<file path="src/rtl/gsim_sched.sv">
// -----------------------------------------------------------------------------
// gsim_sched
// Sequencer for the rotating operand shift register of the Gauss-Seidel solver
// datapath. A solve has four phases:
//   LOAD  : accept N_ELEM operands through in_valid/in_ready, shifting each in
//   ISSUE/WAIT : for every element start the PE, wait for its result and write
//           it back by shift-and-load; repeat for the latched iteration count
//   OUT   : stream the final vector through out_valid/out_ready
//   FIN   : one-cycle done pulse
//
// Ports:
//   clk, rst_n            clock, asynchronous active-low reset
//   start, iter_num       begin a solve (IDLE only) / iteration count
//   in_valid, in_ready    operand load handshake
//   pe_start, x_idx       PE kick pulse and element index being computed
//   pe_done               PE result valid (result sits on shift-register input)
//   sh_ctrl, sh_ld        shift-register mode (00 SH1, 11 HOLD) and load enable
//   out_valid, out_idx    final vector element valid and its index
//   out_ready             downstream accept
//   busy, done            solve in progress / one-cycle completion pulse
// -----------------------------------------------------------------------------
module gsim_sched #(
    parameter int N_ELEM = 16,
    parameter int IDX_W  = 4,
    parameter int ITER_W = 6
) (
    input  logic              clk,
    input  logic              rst_n,
    input  logic              start,
    input  logic [ITER_W-1:0] iter_num,
    input  logic              in_valid,
    output logic              in_ready,
    output logic              pe_start,
    output logic [IDX_W-1:0]  x_idx,
    input  logic              pe_done,
    output logic [1:0]        sh_ctrl,
    output logic              sh_ld,
    output logic              out_valid,
    output logic [IDX_W-1:0]  out_idx,
    input  logic              out_ready,
    output logic              busy,
    output logic              done
);

    localparam logic [2:0] S_IDLE  = 3'd0;
    localparam logic [2:0] S_LOAD  = 3'd1;
    localparam logic [2:0] S_ISSUE = 3'd2;
    localparam logic [2:0] S_WAIT  = 3'd3;
    localparam logic [2:0] S_OUT   = 3'd4;
    localparam logic [2:0] S_FIN   = 3'd5;

    // SH4 (2'b01) and SH5 (2'b10) are reserved and never driven here.
    localparam logic [1:0] SH_1    = 2'b00;
    localparam logic [1:0] SH_HOLD = 2'b11;

    localparam logic [IDX_W-1:0]  IDX_LAST = IDX_W'(N_ELEM - 1);
    localparam logic [IDX_W-1:0]  IDX_ONE  = IDX_W'(1);
    localparam logic [ITER_W-1:0] ITER_MAX = {ITER_W{1'b1}};
    localparam logic [ITER_W-1:0] ITER_ONE = ITER_W'(1);
    localparam logic [ITER_W:0]   ITER_ONE_X = (ITER_W + 1)'(1);

    logic [2:0]        state_r;
    logic [IDX_W-1:0]  idx_r;
    logic [ITER_W-1:0] iter_cnt_r;
    logic [ITER_W-1:0] iter_lat_r;
    logic              iter_more_s;
    logic [ITER_W-1:0] iter_cnt_inc_s;

    // Another sweep is due when the finished iteration count is still below
    // the latched target; widened by one bit so the +1 cannot wrap.
    assign iter_more_s    = ({1'b0, iter_cnt_r} + ITER_ONE_X) < {1'b0, iter_lat_r};
    assign iter_cnt_inc_s = (iter_cnt_r == ITER_MAX) ? iter_cnt_r : (iter_cnt_r + ITER_ONE);

    // Sequencer state, element index and iteration bookkeeping.
    always_ff @(posedge clk or negedge rst_n) begin
        if (!rst_n) begin
            state_r    <= S_IDLE;
            idx_r      <= {IDX_W{1'b0}};
            iter_cnt_r <= {ITER_W{1'b0}};
            iter_lat_r <= {ITER_W{1'b0}};
        end else begin
            case (state_r)
                S_IDLE: begin
                    if (start) begin
                        // A zero count is treated as a single sweep.
                        iter_lat_r <= (iter_num == {ITER_W{1'b0}}) ? ITER_ONE : iter_num;
                        idx_r      <= {IDX_W{1'b0}};
                        iter_cnt_r <= {ITER_W{1'b0}};
                        state_r    <= S_LOAD;
                    end
                end
                S_LOAD: begin
                    if (in_valid) begin
                        if (idx_r == IDX_LAST) begin
                            idx_r      <= {IDX_W{1'b0}};
                            iter_cnt_r <= {ITER_W{1'b0}};
                            state_r    <= S_ISSUE;
                        end else begin
                            idx_r <= idx_r + IDX_ONE;
                        end
                    end
                end
                S_ISSUE: begin
                    state_r <= S_WAIT;
                end
                S_WAIT: begin
                    if (pe_done) begin
                        if (idx_r != IDX_LAST) begin
                            idx_r   <= idx_r + IDX_ONE;
                            state_r <= S_ISSUE;
                        end else if (iter_more_s) begin
                            idx_r      <= {IDX_W{1'b0}};
                            iter_cnt_r <= iter_cnt_inc_s;
                            state_r    <= S_ISSUE;
                        end else begin
                            idx_r   <= {IDX_W{1'b0}};
                            state_r <= S_OUT;
                        end
                    end
                end
                S_OUT: begin
                    if (out_ready) begin
                        if (idx_r == IDX_LAST) begin
                            idx_r   <= {IDX_W{1'b0}};
                            state_r <= S_FIN;
                        end else begin
                            idx_r <= idx_r + IDX_ONE;
                        end
                    end
                end
                S_FIN: begin
                    state_r <= S_IDLE;
                end
                default: begin
                    state_r <= S_IDLE;
                end
            endcase
        end
    end

    // Output decode from state, index and the same-cycle handshake inputs.
    always_comb begin
        in_ready  = 1'b0;
        pe_start  = 1'b0;
        sh_ctrl   = SH_HOLD;
        sh_ld     = 1'b0;
        out_valid = 1'b0;
        busy      = 1'b0;
        done      = 1'b0;
        x_idx     = idx_r;
        out_idx   = idx_r;
        case (state_r)
            S_IDLE: begin
                busy = 1'b0;
            end
            S_LOAD: begin
                busy     = 1'b1;
                in_ready = 1'b1;
                if (in_valid) begin
                    sh_ctrl = SH_1;
                    sh_ld   = 1'b1;
                end else begin
                    sh_ctrl = SH_HOLD;
                end
            end
            S_ISSUE: begin
                busy     = 1'b1;
                pe_start = 1'b1;
            end
            S_WAIT: begin
                busy = 1'b1;
                if (pe_done) begin
                    sh_ctrl = SH_1;
                    sh_ld   = 1'b1;
                end else begin
                    sh_ctrl = SH_HOLD;
                end
            end
            S_OUT: begin
                busy      = 1'b1;
                out_valid = 1'b1;
                // Rotate without loading so the vector returns to its order.
                if (out_ready) begin
                    sh_ctrl = SH_1;
                end else begin
                    sh_ctrl = SH_HOLD;
                end
            end
            S_FIN: begin
                busy = 1'b1;
                done = 1'b1;
            end
            default: begin
                busy = 1'b0;
            end
        endcase
    end

endmodule
</file>
<file path="config.mk">
export PLATFORM = sky130hd
export DESIGN_NAME = gsim_sched
export DESIGN_NICKNAME = d
export VERILOG_FILES = /design/src/rtl/gsim_sched.sv
export SDC_FILE = /design/constraint.sdc
export NUM_CORES = 1
export LEC_CHECK = 0
export CAP_MARGIN = 20
export CORE_MARGIN = 2
export CORE_UTILIZATION = 40
export CTS_CLUSTER_SIZE = 14
export DETAILED_ROUTE_END_ITERATION = 6
export GPL_TIMING_DRIVEN = 0
export PLACE_DENSITY_LB_ADDON = 0.05
export SLEW_MARGIN = 30
export SYNTH_ARGS = -nofsm -noshare
export SYNTH_HDL_FRONTEND = slang
export SYNTH_SLANG_ARGS = --single-unit
</file>
<file path="constraint.sdc">
create_clock -name clk -period 4.5 [get_ports clk]
set_clock_uncertainty 0.15 [all_clocks]
set_input_delay 0.9 -clock clk [delete_from_list [all_inputs] [get_ports clk]]
set_output_delay 0.9 -clock clk [all_outputs]
set_load 0.005 [all_outputs]
</file>
==> impl_results.md, run 1 <==
* Status: finished clean
* Most common cell in the netlist: dfrtp_1
* R2r worst-path depth at 9
* Worst vdd ir at 0.300 mV
* Die ar. at 3770 sq um
* Vias after detailed routing at 1221
* Syn avg cell area at 8.78 sq um
* CP dominant cell by count: clkdlybuf4s50_1
* FFs w/ async S/R, synth at 100%
* Final WS setup at 0.906 ns
* Worst path cell trace: clkdlybuf4s50_1 > mux2_4 > nand2_1 > o21ai_2 > inv_1 > buf_4 > clkdlybuf4s50_1
* Post-Synthesis Cells at 150
* Detailed-route wire length per cell at 13.3 um
* Synth Register Bits at 19
* Clock power share at 10.3%
* Rows at 20
* Switching part of the total at 40.7%
* CTS H-tree depth at 1
* Total CTS buffers at 3
* Main flop type after synthesis: dfrtp_1
* Main area contributors after synthesis: dfrtp_1 36%, ha_1 6.6%, nand2_1 4.6%
* Sequential area share after synthesis at 36.1%
* Power Internal at 524 uW
* Critical Path Sink Type: output pin
* DR iter-0 viols at 63
* Core area at 3100 sq um
* IO Pins at 28
* Critical Path Slowest Stage Cell: clkdlybuf4s50_1
* CP Depth at 7
* Critical path peak fanout at 4
* XOR/XNOR Fraction of Synth Area at 2.66%
* Gpl congestion at 0.870
* Synth warnings at 0
* Unrepaired setup endpoints after global routing: no
* DRT Pass-1 Iters at 4
* Routed Antenna Nets at 0
* First-pass GRT wire length at 4.94 mm
* Gr ovfl total at 0
* Area fraction in compound gates after synthesis at 20.0%
* Req. time, crit path at 3.45 ns
* Largest net degree at the start of global routing at 20
* Post-CTS sizing at 0
* F_max at 278 MHz
* Post-place setup slack at 0.907 ns
* Worst path bufs/invs at 4
* Worst-path clk slew at 0.12 ns
* Worst slew margin at 64.2%
* Post-synth top cells: 19 x dfrtp_1, 16 x nand2_1, 9 x inv_1, 9 x nand3_1, 9 x o21ai_0
* Area leader, netlist: dfrtp_1
* CP max stage delay at 0.49 ns
* Post-Synth Simple-Gate Area at 24.2%
* Max_cap viols at 0
* Psw at 360 uW
* Die X at 61.4 um
* Number of clock sinks at 19
* Total Neg Setup Slack at 0 ns
* Area Growth Syn to Fin at 26.4%
* Final hold violation count at 0
* Clock tree buffer depth at 2
* Post-Synth Adder-Cell Area at 6.65%
* Vias in the first global route at 1135
* Starting density of the core at 42.5%
* Largest family of logic cells by synthesized area: simple AND/OR/NAND/NOR gates
* Mapped Area at 1320 sq um
* Slew @ Worst Pin at 0.534 ns
* Logic pwr share at 56.1%
* Hold_buf cts at 0
* Nets at 201
* Vert. Die Dim at 61.4 um
* Hold Crit Class: in -> async
* Vias/cell at 5.43
* CP top delay family: buffers and inverters
* Fraction of layout cells with a size suffix above 1 at 13.3%
* Distinct cells, synth at 43
* GR Util All Layers at 17.7%
* # DRC at 0
* Power Density at 531 nW/um^2
* Number of flops mapped to enable cells by yosys at 0
* DPL Wire Length at 2.25 mm
* Crit path launch type: input port
* Postcts setup bufs at 0
* Slew Limit Fails at 0
* Clk root buf: clkbuf_4
* Input/output buffers at 27
* Final Core Density at 53.7%
* Yosys top cell area share at 36.1%
* Setup CP Type: in -> out
* Clk Latency, worst-skew pair at 0.30 ns
* Sequential power share at 33.6%
* Antenna violations before repair at 0
* WHS at 0.370 ns
* Leakage at 0.748 nW
* Post-synthesis mux area share at 1.14%
* Antenna diode instance count at 0
* CTS tree: yes
* Syn nets at 169
* WL final at 2.99 mm
* WP data arrival at 2.54 ns
* Final setup vio count at 0
* Fin crit share at 79.9%
* Final min period at 3.59 ns
layout by cell type (no fill, tap or decap), types with 2 or more instances in the layout:
| cell type | n |
|---|---|
| clkdlybuf4s50_1 | 26 |
| nand4_1 | 6 |
| and3_1 | 2 |
| o21a_1 | 2 |
| nor2_1 | 8 |
| o211ai_1 | 4 |
| nand2_1 | 16 |
| o21ai_2 | 2 |
| o21ai_0 | 9 |
| a21oi_1 | 8 |
| and4_1 | 2 |
| buf_4 | 5 |
| xnor2_1 | 3 |
| clkbuf_4 | 3 |
| a21o_1 | 2 |
| buf_2 | 2 |
| buf_6 | 3 |
| dfrtp_1 | 19 |
| a31oi_1 | 6 |
| inv_1 | 9 |
| clkbuf_1 | 3 |
| o21ai_1 | 2 |
| ha_1 | 7 |
| nand3_1 | 9 |
| nor3_1 | 2 |
logic make-up after synthesis:
| kind of cell | Yosys count |
|---|---|
| muxes | 1 |
| and+or+nand+nor | 57 |
| adders and majority gates | 7 |
| xor gates and xnor gates | 4 |
| AOI/OAI and AO/OA | 41 |
| DFF | 19 |
| buffers and inverters | 21 |
layer usage:
metal,vias up,GRT usage [%],wire length (um)
met5,-,0,0
li1,600,-,-
met3,4,3.57,148
met1,584,22.3,1350
met2,33,30.4,1460
met4,0,6.08,29
worst paths after layout:
| path | slack, ns | endpoint | startpoint |
|---|---|---|---|
| setup / recovery | 0.91 | sh_ctrl[1] | pe_done |
| hold / removal | 0.37 | iter_lat_r[4]$_DFFE_PN0P_ | rst_n |
| setup reg to reg | 1.82 | iter_cnt_r[2]$_DFFE_PN0P_ | iter_cnt_r[0]$_DFFE_PN0P_ |
| hold reg to reg | 0.42 | iter_lat_r[3]$_DFFE_PN0P_ | iter_lat_r[3]$_DFFE_PN0P_ |
| max in group asynchronous | 3.52 | iter_cnt_r[3]$_DFFE_PN0P_ | rst_n |
| min in group clk | 0.42 | iter_lat_r[3]$_DFFE_PN0P_ | iter_lat_r[3]$_DFFE_PN0P_ |
layout make-up:
class	count	area (sq um)
Inverter	9	33.8
Tap cell	44	55.1
Clock inverter	1	5.00
Timing Repair Buffer	27	265
Multi-Input combinational cell	110	721
Fill cell	320	1440
Clock buffer	3	22.5
Sequential cell	19	475
Buffer	12	87.6
sequential cells by signal, indices dropped and copies added (netlist names):
| name | flops |
|---|---|
| out_idx | 4 |
| state_r | 3 |
| iter_lat_r | 6 |
| iter_cnt_r | 6 |
metrics by stage:
stage | cell area (sq um) | cells | total power, mW
finish | 1670 | 225 | 0.884
global route | 1670 | 225 | 0.963
CTS | 1670 | 225 | 0.892
detailed placement | 1640 | 221 | 0.799
global placement | 1640 | 221 | 0.785
floorplan | 1320 | 150 | 0.597
power groups by stage:
stage / logic, mW / clock network, mW / registers, mW
final: 0.496 / 0.0910 / 0.297
after global routing: 0.554 / 0.102 / 0.307
after CTS: 0.502 / 0.0930 / 0.298
after detailed placement: 0.498 / 0 / 0.301
after global placement: 0.486 / 0 / 0.299
after floorplan: 0.308 / 0 / 0.288
Power figures use the tool's default switching activity.
==> inputs of run 2 (changes only) <==
- clock period: 4.5 -> 3 ns (I/O delays scaled with it)
==> run 2 against run 1 <==
Against the previous run:
- utilization up 0.56 points
- sequential power up 51%
- cell area up 1.1%
- sequential share of layout area down 0.30 points
- count of clock-buffer cells in the layout unchanged
- final cell count unchanged
- clock power up 48%
- critical endpoint unchanged
==> impl_results.md, run 2 (synthesis results as in run 1) <==
* Core area at 3100 sq um (unchanged)
* Reg2reg start: iter_cnt_r[0]$_DFFE_PN0P_
* DR iter-0 viols at 53 (-16%)
* Hold Crit Class: in -> async
* Die X at 61.4 um (unchanged)
* GR Util All Layers at 17.7% (-0.044 points)
* Hold_buf cts at 0 (unchanged)
* Leakage at 0.760 nW (+1.7%)
* Vias/cell at 5.53 (+2.0%)
* IO Pins at 28 (unchanged)
* Unrepaired setup endpoints after global routing: no
* Max_cap viols at 0 (unchanged)
* # DRC at 0 (unchanged)
* DRT Pass-1 Iters at 4 (unchanged)
* Clk Latency, worst-skew pair at 0.30 ns (about the same)
* Starting density of the core at 42.5% (unchanged)
* F_max at 342 MHz
* Nets at 201 (unchanged)
* CP max stage delay at 0.49 ns (about the same)
* Slew Limit Fails at 0 (unchanged)
* Status: finished clean
* Area Growth Syn to Fin at 27.7%
* Worst path cell trace: clkdlybuf4s50_1 > mux2_4 > nand2_4 > o21ai_4 > inv_1 > buf_4 > clkdlybuf4s50_1
* WP data arrival at 2.17 ns (-0.37 ns)
* Antenna violations before repair at 0 (unchanged)
* Routed Antenna Nets at 0 (unchanged)
* Vias after detailed routing at 1245 (+2.0%)
* Critical Path Slowest Stage Cell: clkdlybuf4s50_1
* Post-place setup slack at 0.00730 ns (-0.900 ns)
* CTS H-tree depth at 1 (unchanged)
* Fill cells at 320 (unchanged)
* WL final at 3.01 mm (+0.77%)
* DPL Wire Length at 2.25 mm (unchanged)
* Rows at 20 (unchanged)
* Die ar. at 3770 sq um (unchanged)
* Worst slew margin at 62.7% (-1.5 points)
* Final min period at 2.92 ns
* Most common cell after layout, fill and taps aside: clkdlybuf4s50_1
* Final setup vio count at 0 (unchanged)
* Vert. Die Dim at 61.4 um (unchanged)
* Final hold violation count at 0 (unchanged)
* CTS tree: yes
* CP Capture Point: sh_ctrl[1]
* Fin crit share at 97.3%
* Number of clock sinks at 19 (unchanged)
* Power Density at 795 nW/um^2 (+50%)
* Critical path peak fanout at 4 (unchanged)
* Postcts setup bufs at 0 (unchanged)
* Req. time, crit path at 2.25 ns (-1.20 ns)
* Reg2reg setup slack at 0.32 ns (-1.50 ns)
* Met1 Usage GRT at 22.3% (unchanged)
* First-pass GRT wire length at 4.92 mm (-0.43%)
* Largest net degree at the start of global routing at 20 (unchanged)
* Gr ovfl total at 0 (unchanged)
* R2r endpoint: iter_cnt_r[2]$_DFFE_PN0P_
* Clk root buf: clkbuf_4
* Gpl congestion at 0.870 (unchanged)
* R2r worst-path depth at 9 (unchanged)
* Crit path launch type: input port
* GR met2 Demand/Resource at 30.2% (-0.15 points)
* Detailed-route wire length per cell at 13.4 um (+0.77%)
* Worst-path clk slew at 0.12 ns (about the same)
* Fraction of layout cells with a size suffix above 1 at 13.8% (+0.55 points)
* Vias in the first global route at 1128 (-0.62%)
* Clock tree buffer depth at 2 (unchanged)
* Total CTS buffers at 3 (unchanged)
* Input/output buffers at 27 (unchanged)
* Most frequent cells in the layout: 25 x clkdlybuf4s50_1, 19 x dfrtp_1, 15 x nand2_1
* Antenna diode instance count at 0 (unchanged)
* Crit. Startpoint: in_valid
* Critical Path Sink Type: output pin
* Global-route met3 utilization at 3.57% (unchanged)
* Setup CP Type: in -> out
* Slew @ Worst Pin at 0.557 ns (+0.0228 ns)
* Grt peak-use layer: met2
* CP dominant cell by count: clkdlybuf4s50_1
* Worst vdd ir at 0.453 mV (+51%)
* Total Neg Setup Slack at 0 ns (unchanged)
* Final WS setup at 0.0800 ns (-0.826 ns)
[run 2: cell types whose count changed in the layout (fill, tap and decap cells not counted), sizes merged]
cell           delta
clkdlybuf4s50     -1
dlymetal6s2s      +1
[run 2: metal layers]
metal,vias to the layer above,share of wire [%],wire [um]
met4,0,1.1,34
met5,-,0,0
met2,32,49,1480
met3,4,5.6,169
li1,603,-,-
met1,606,44,1330
[run 2: what timing repair did]
action                                  in CTS  in global routing
endpoints found under the setup margin       1                  1
gates resized for setup                      1                  3
pin swaps                                    0                  0
[run 2: cell type report]
class,instances,area [sq um],share of cell area [%]
buffer,12,87.6,5.20
clock buffer,3,22.5,1.34
clock inverter,1,5.00,0.297
inverter,9,33.8,2.01
multi-input combinational,110,736,43.7
sequential,19,475,28.3
tap,44,55.1,3.27
timing repair buffer,27,268,15.9
[run 2: through the flow]
step	instances	area [sq um]	hold slack, ns	power [mW]	utilization [%]
4_1_cts	225	1670	0.418	1.34	53.9
5_1_grt	225	1680	0.0872	1.46	54.2
6_report	225	1680	0.0701	1.34	54.2
3_5_place_dp	221	1640	0.390	1.20	52.9
3_3_place_gp	221	1640	0.377	1.18	52.9
2_1_floorplan	150	1320	0.154	0.895	-
[run 2: power by group]
part	switching [mW]	internal, mW	total, mW
combinational	0.364	0.392	0.756
clock	0.0858	0.0497	0.135
sequential	0.0964	0.350	0.447
total	0.546	0.792	1.34
[run 2: critical path, delay by kind of cell]
family,cells,cell delay [ns]
AND/OR/NAND/NOR,1,0.10
AO/OA/AOI/OAI,1,0.06
buffers and inverters,4,1.10
multiplexers,1,0.32
[run 2: worst min-delay path by stage]
stage	from	end	slack (ns)	cells after the start
6_report	rst_n	iter_lat_r[4]$_DFFE_PN0P_	0.07	1
3_3_place_gp	iter_lat_r[0]$_DFFE_PN0P_	iter_lat_r[0]$_DFFE_PN0P_	0.38	2
5_1_grt	rst_n	iter_lat_r[4]$_DFFE_PN0P_	0.09	1
3_5_place_dp	iter_lat_r[3]$_DFFE_PN0P_	iter_lat_r[3]$_DFFE_PN0P_	0.39	2
2_1_floorplan	rst_n	iter_cnt_r[0]$_DFFE_PN0P_	0.15	0
4_1_cts	iter_lat_r[3]$_DFFE_PN0P_	iter_lat_r[3]$_DFFE_PN0P_	0.42	2
